===== src/rtl/signal_extend_mc.sv =====
// signal_extend_mc: multi-channel valid/payload stretcher with programmable hold length,
// optional retrigger, per-channel done pulse and global synchronous clear.
module signal_extend_mc #(
    parameter  int CH_NUM  = 4,
    parameter  int DATA_W  = 8,
    parameter  int MAX_EXT = 16,
    localparam int CNT_W   = $clog2(MAX_EXT + 1)
) (
    input  logic                     i_clk,
    input  logic                     i_rst_n,
    input  logic [CH_NUM-1:0]        i_vld,
    input  logic [CH_NUM*DATA_W-1:0] i_data,
    input  logic [CNT_W-1:0]         i_ext_len,
    input  logic                     i_retrig_en,
    input  logic                     i_clr,
    output logic [CH_NUM-1:0]        o_vld,
    output logic [CH_NUM*DATA_W-1:0] o_data,
    output logic [CH_NUM-1:0]        o_done,
    output logic                     o_busy
);
    typedef enum logic {IDLE, HOLD} state_e;

    state_e                  state_q [CH_NUM];
    state_e                  state_d [CH_NUM];
    logic [CNT_W-1:0]        cnt_q   [CH_NUM];
    logic [CNT_W-1:0]        cnt_d   [CH_NUM];
    logic [CH_NUM*DATA_W-1:0] data_q, data_d;
    logic [CH_NUM-1:0]       done_q, done_d;
    logic [CNT_W-1:0]        len_m1;

    // Reload value is the clamped length minus one, so cnt==0 marks the last held cycle.
    always_comb begin
        len_m1 = (i_ext_len == '0) ? '0 :
                 (32'(i_ext_len) > 32'(MAX_EXT)) ? CNT_W'(MAX_EXT - 1) :
                 i_ext_len - CNT_W'(1);
    end

    always_comb begin
        state_d = state_q;
        cnt_d   = cnt_q;
        data_d  = data_q;
        done_d  = '0;
        for (int k = 0; k < CH_NUM; k++) begin
            if (i_clr) begin
                state_d[k]                   = IDLE;
                cnt_d[k]                     = '0;
                data_d[k*DATA_W +: DATA_W]   = '0;
            end else if (i_vld[k] && (state_q[k] == IDLE || i_retrig_en || cnt_q[k] == '0)) begin
                state_d[k]                   = HOLD;
                cnt_d[k]                     = len_m1;
                data_d[k*DATA_W +: DATA_W]   = i_data[k*DATA_W +: DATA_W];
            end else if (state_q[k] == HOLD && cnt_q[k] == '0) begin
                state_d[k]                   = IDLE;
                data_d[k*DATA_W +: DATA_W]   = '0;
                done_d[k]                    = 1'b1;
            end else if (state_q[k] == HOLD) begin
                cnt_d[k]                     = cnt_q[k] - CNT_W'(1);
            end
        end
    end

    always_ff @(posedge i_clk or negedge i_rst_n) begin
        if (!i_rst_n) begin
            for (int k = 0; k < CH_NUM; k++) begin
                state_q[k] <= IDLE;
                cnt_q[k]   <= '0;
            end
            data_q <= '0;
            done_q <= '0;
        end else begin
            state_q <= state_d;
            cnt_q   <= cnt_d;
            data_q  <= data_d;
            done_q  <= done_d;
        end
    end

    always_comb begin
        for (int k = 0; k < CH_NUM; k++) o_vld[k] = (state_q[k] == HOLD);
    end

    assign o_data = data_q;
    assign o_done = done_q;
    assign o_busy = |o_vld;
endmodule


===== config.mk =====
export PLATFORM = sky130hd
export DESIGN_NAME = signal_extend_mc
export DESIGN_NICKNAME = d
export VERILOG_FILES = /design/src/rtl/signal_extend_mc.sv
export SDC_FILE = /design/constraint.sdc
export NUM_CORES = 1
export LEC_CHECK = 0
export CORE_MARGIN = 1.5
export CORE_UTILIZATION = 40
export DETAILED_ROUTE_END_ITERATION = 6
export GPL_TIMING_DRIVEN = 0
export PLACE_DENSITY_LB_ADDON = 0.12
export SYNTH_ARGS = -nofsm -noshare
export SYNTH_HDL_FRONTEND = slang
export SYNTH_SLANG_ARGS = --single-unit

===== constraint.sdc =====
create_clock -name i_clk -period 2 [get_ports i_clk]
set_input_delay 0.3 -clock i_clk [delete_from_list [all_inputs] [get_ports i_clk]]
set_output_delay 0.3 -clock i_clk [all_outputs]
set_load 0.01 [all_outputs]

==> Word level (Yosys, flattened, before mapping) <==
Cells that the tools add are included.
{ "word_totals": {"ff_bits": 60, "latchBits": 0, "ramBits": 0, "romBits": 0, "inputBits": 45, "out_inout_bits": 41, "wordCells": 115, "memories": 0} }
{ "op_classes": {"add_sub_neg": 5, "n_mul": 0, "div_mod_pow": 0, "n_lt_le_gt_ge": 1, "eq_ne": 4, "shift": 0, "mux": 54, "bitwise": 4, "reduce_logical": 34} }
{ "ops": {"columns": ["operator", "count"], "rows": [
  ["$mux 8", 12],
  ["$mux 5", 18],
  ["$logic_not 5->1", 5],
  ["$sub 5x1->5 const B", 5],
  ["$mux 1", 24],
  ["$reduce_bool 3->1", 8],
  ["$ne 3x3->1 const B", 4],
  ["$logic_and 1x1->1", 8],
  ["$logic_or 1x1->1", 8],
  ["$reduce_and 2->1", 4],
  ["$gt 5x5->1 const B", 1],
  ["$not 1->1", 4],
  ["$reduce_or 4->1", 1]
]} }

==> Depth between registers and ports, before layout <==
{ "logic_depth": {"depth_word": 6, "mapped_depth": 7, "mapped_depth_nobuf": 6} }

==> Worst setup path after synthesis <==
Ideal clock, no wire load.
{ "synth_path": {"kind": "flip-flop to flip-flop", "from": "register cnt_q[5] in the netlist's numbering", "to": "register cnt_q[8] in the netlist's numbering", "setup_ns": 0.126, "t_arrival_ns": 1.704, "required_ns": 1.874, "setup_slack_ns": 0.170, "stages_incl_launch_ff": 7, "path_buffers": 0, "period_less_slack_ns": 1.830, "path_cell_list": "dfrtp_1 inv_1 ha_1 or4b_4 a21oi_4 o21ai_2 a221o_1"} }
{ "synth_between": {"elab_chain_cells": 5, "elab_cells_between_ends": 12, "cone_classes": "add/sub (1); eq/ne (1); mux (4); reduce/logical (6)"} }
{ "synth_rtl": {"columns": ["element", "line_no", "source"], "rows": [
  ["start, declared", "25", "logic [CNT_W-1:0] cnt_q [CH_NUM];"],
  ["start signal, assigned", "72", "cnt_q <= cnt_d;"],
  ["$sub 5x1->5 or $logic_not 5->1 (tied branches)", "57, 48, 52", null],
  ["$mux 5 or $logic_or 1x1->1 (tied branches)", "56, 48", null],
  ["$mux 5 or $logic_and 1x1->1 (tied branches)", "52, 48", null],
  ["$mux 5 (tied with other cells)", "48", "end else if (i_vld[k] && (state_q[k] == IDLE || i_retrig_en || cnt_q[k] == '0)) begin"],
  ["$mux 5 or $reduce_and 2->1 (tied branches)", null, null]
]} }
Several ways; a longest one is shown, not always the timed one. The select of a mux whose other input is x is not followed.
A chain may end at the register's enable or synchronous reset.

==> Worst setup path after layout <==
{ "layout_path": {"from": "register state_q, in the netlist o_vld[0]", "to": "output port o_busy"} }
{ "layout_between": {"elab_chain_cells": 1} }
{ "layout_rtl": {"columns": ["element", "line_no", "source"], "rows": [
  ["start, declared", "23", "state_e state_q [CH_NUM];"],
  ["start signal, assigned", "71", "state_q <= state_d;"],
  ["$reduce_or 4->1", "84", "assign o_busy = |o_vld;"],
  ["end, declared", "19", "output logic o_busy"]
]} }
No other way between the ends.

==> summary by stage <==
Clock network
The buffer levels on the longest clock path is 2. Clock latency on the worst-skew pair, taken at its later pin, is 320 ps. For this design, the CTS-stage hold fixing added 0 buffers.

In this run the clock root is driven by a sky130_fd_sc_hd__clkbuf_8. The H-tree generated during clock tree synthesis spans 3 levels. TritonCTS built the clock tree. After clock tree synthesis, the clock-pin slew on the worst setup and hold paths is 70 ps. The number of CTS-inserted buffers is 9. Clock tree synthesis found a total of 60 sinks.

Final layout
The proportion of layout cells with a drive suffix above 1 is 18.0%. Compared with the post-synthesis result, the final layout area differs by 43.4%. For this run, the post-layout net count is 418.

The core utilization of the finished layout is 59.3%. The repair_antennas step left the layout with diodes totalling 0. The finished layout holds 472 standard cells, fillers aside.

Pwr
The overall power consumption is 0.00335 W. Net switching is 30.0% of the power. The clock network is responsible for 31.9% of the overall power. Combinational logic burns 25.9% of the power. Per report_power, the sequential group accounts for 42.2% of the total. The cell-internal power is 0.00235 W.

For this design the static power due to leakage is 1.83 nW. The reported net switching power is 0.00100 W. For this design the ratio of total power to cell area is 774 nW/µm². The largest vdd supply drop is 0.000422 V.

Placement
Port buffering added 84 buffers. The congestion estimate from routability-driven global placement came to 0.810. Counting tap cells, the placed design contains a total of 453 instances.

The half-perimeter wire length after placement is 5510 µm. The pre-CTS setup slack is -399 ps.

Synthesis
Sequential elements use 49.8% of the synthesized area. The post-synthesis cell type count is 66. In the synthesized netlist, the number of instances is 269. The post-synthesis net count is 319.

By count the netlist is led by sky130_fd_sc_hd__dfrtp_1 (60), sky130_fd_sc_hd__a22o_1 (33), sky130_fd_sc_hd__inv_1 (20), sky130_fd_sc_hd__nor2_1 (15), sky130_fd_sc_hd__a21oi_1 (10). Each instance of the synthesized netlist takes up on average 11.2 µm². By area the synthesized netlist is led by sky130_fd_sc_hd__dfrtp_1 (50%), sky130_fd_sc_hd__a22o_1 (9.6%), sky130_fd_sc_hd__inv_1 (2.5%). The Yosys warning count is 0. Yosys mapped a number of flops with a built-in enable equal to 0.

The most frequently used cell type in the post-synthesis netlist is sky130_fd_sc_hd__dfrtp_1. Counting flops with an async set or reset pin after synthesis yields a share of 100%. Summing every instance area after synthesis gives 3020 µm². The most instantiated flip-flop cell in the synthesis netlist is sky130_fd_sc_hd__dfrtp_1.

sky130_fd_sc_hd__dfrtp_1 takes more of the synthesized area than any other cell. The top-area cell type share of the netlist area is 49.8%. The synthesized design contains 60 register bits.

Min path
The min-delay analysis places its worst path in the category primary input to asynchronous set/reset pin.

Worst setup path
The slowest cell on the critical path is sky130_fd_sc_hd__or4_1. The number of cells on the worst reg-to-reg path is 6. The critical path is of the register to primary output type. STA classifies the critical path startpoint as a register. The worst setup path is captured at a primary output.

The worst endpoint required time is 1700 ps. The maximum net fanout on the critical path is 8. Data arrives at the worst endpoint at 1640 ps. The maximum single-stage delay on the critical path is 520 ps. The signal on the critical path passes through or4_1 -> dlygate4sd2_1.

Global route
The total overflow left after global routing is 0. The global routing usage summed across all routing layers is 20.0%. The met2 layer usage reported by global route is 32.6%. The via count of the first global-routing pass came to 2531. The most congested layer reported by global routing is met2.

The first-pass GRT wire length is 13100 µm. For met3 alone, demand over resource in global routing was 2.88%. The maximum number of pins on one net before global-route repair is 32. The initial antenna violation count is 0. The met1 capacity usage during global routing is 27.9%.

Floorplan
The floorplan die height is 89.8 µm. The total number of placement rows is 31. The die covers 8070 µm². The boundary pin count is 86. In this run the standard cell core region covers 7290 µm². The die is 89.8 µm wide. The effective utilization at floorplan is 41.4%.

STA
The final number of hold-violating endpoints is 0. Of the available clock period, the critical path in the final layout requires 96.9%. Between clock sinks in the finished design, the worst skew comes to 6.05 ps. The shortest period the worst path allows is 1940 ps. The relative slew slack is 52.7%. Across all setup checks in the final design, the least slack found is 62.6 ps. After routing, the total negative slack on setup checks comes to 0 ps. Setup violations remaining at the end of the flow were counted as 0.

At the pin with the least slew margin, the transition time is 710 ps. Based on the critical path, the design can be clocked at up to 516 MHz. The number of pins exceeding their max-slew limit in the final report is 0.

Route
The number of design rule violations left after detail routing is 0. Dividing the detail-routed via count by the number of cells gives 5.49. The count of antenna-violating nets left after detailed routing is 0. The first detailed-routing pass took 4 iterations. The final wirelength is 7830 µm. The number of DRC violations after detailed-routing iteration 0 is 153. After detailed routing, the average wire length per cell comes to 16.6 µm.

Summing over every cut layer, the via total after detailed routing is 2589.

Status
The run finished with clean final reports.

Flow run
The max-capacitance violation count is 0.
cell families (layout without fill, tap and decap cells):
| kind of cell | count (synthesis) | in the layout | synth area share (%) |
|---|---|---|---|
| AO/OA/AOI/OAI | 91 | 91 | 25.0 |
| adder cells (fa/ha/maj) | 7 | 7 | 2.74 |
| XOR/XNOR | 5 | 5 | 1.45 |
| AND/OR/NAND/NOR | 76 | 76 | 16.6 |
| multiplexers | 1 | 1 | 0.332 |
| flip-flops | 60 | 60 | 49.8 |
| buffers and inverters | 29 | 133 | 4.07 |
final timing paths:
path                                           to  slack (ps)                   start
setup / recovery                           o_busy          60    o_vld[0]$_DFFE_PN0P_
max in group asynchronous    o_vld[3]$_DFFE_PN0P_        1350                 i_rst_n
min in group i_clk          cnt_q[14]$_DFFE_PN0P_         390                   i_clr
setup reg to reg             cnt_q[8]$_DFFE_PN0P_          80    cnt_q[5]$_DFFE_PN0P_
hold / removal              o_data[0]$_DFFE_PN0P_          20                 i_rst_n
hold reg to reg            o_data[20]$_DFFE_PN0P_         500  o_data[20]$_DFFE_PN0P_
per-stage QoR:
stage	instance area [µm²]	hold WS, ps
6_report	4330	22.6
5_1_grt	4330	79.5
4_1_cts	4210	50.6
3_5_place_dp	4000	402
3_3_place_gp	3980	484
2_1_floorplan	3020	4.41
worst max-delay path: cells and delay by family (launching register included):
kind | cells | cell delay, ps
buffers and inverters | 1 | 310
AND/OR/NAND/NOR | 1 | 520
flip-flops | 1 | 490
area by class of cell:
class / instances / area (µm²)
Clock buffer: 10 / 128
Buffer: 7 / 40.0
Timing Repair Buffer: 90 / 892
Multi-Input combinational cell: 180 / 1500
Sequential cell: 60 / 1510
Tap cell: 99 / 124
Clock inverter: 6 / 63.8
Fill cell: 656 / 2970
Inverter: 20 / 75.1
power groups by stage:
stage	combinational, W	clock, W	sequential (W)
after CTS	0.000822	0.00109	0.00140
after floorplan	0.000442	0	0.00144
after detailed placement	0.000802	0	0.00143
after global placement	0.000785	0	0.00143
after global routing	0.000954	0.00114	0.00143
final	0.000867	0.00107	0.00141
registers in the layout (all words and copies together) (netlist names):
register and flops:
cnt_q 20, o_data 32, o_done 4, o_vld 4
cell usage in the layout (no fill, tap or decap), types with 4 or more instances in the layout:
master,instances
sky130_fd_sc_hd__nor2_1,13
sky130_fd_sc_hd__o21ai_0,4
sky130_fd_sc_hd__clkbuf_8,9
sky130_fd_sc_hd__a31oi_1,4
sky130_fd_sc_hd__dfrtp_1,57
sky130_fd_sc_hd__inv_1,18
sky130_fd_sc_hd__clkdlybuf4s50_1,82
sky130_fd_sc_hd__a22o_1,33
sky130_fd_sc_hd__nand2_1,7
sky130_fd_sc_hd__buf_4,6
sky130_fd_sc_hd__a21oi_1,10
sky130_fd_sc_hd__o211ai_1,7
sky130_fd_sc_hd__nor3_1,9
sky130_fd_sc_hd__nand2b_1,6
layer usage:
layer / vias up / wire length (µm)
met5: - / 0
met4: 0 / 34
met3: 2 / 387
met2: 84 / 3870
met1: 1269 / 3550
li1: 1234 / -
repair_timing:
action                                  in CTS  in global routing
setup buffers                                2                  3
pin swaps                                    0                  4
endpoints found under the setup margin      15                 44
endpoints found under the hold margin        0                  0
gates resized for setup                      9                 22
Note: power is estimated with default switching activity, not from simulation.
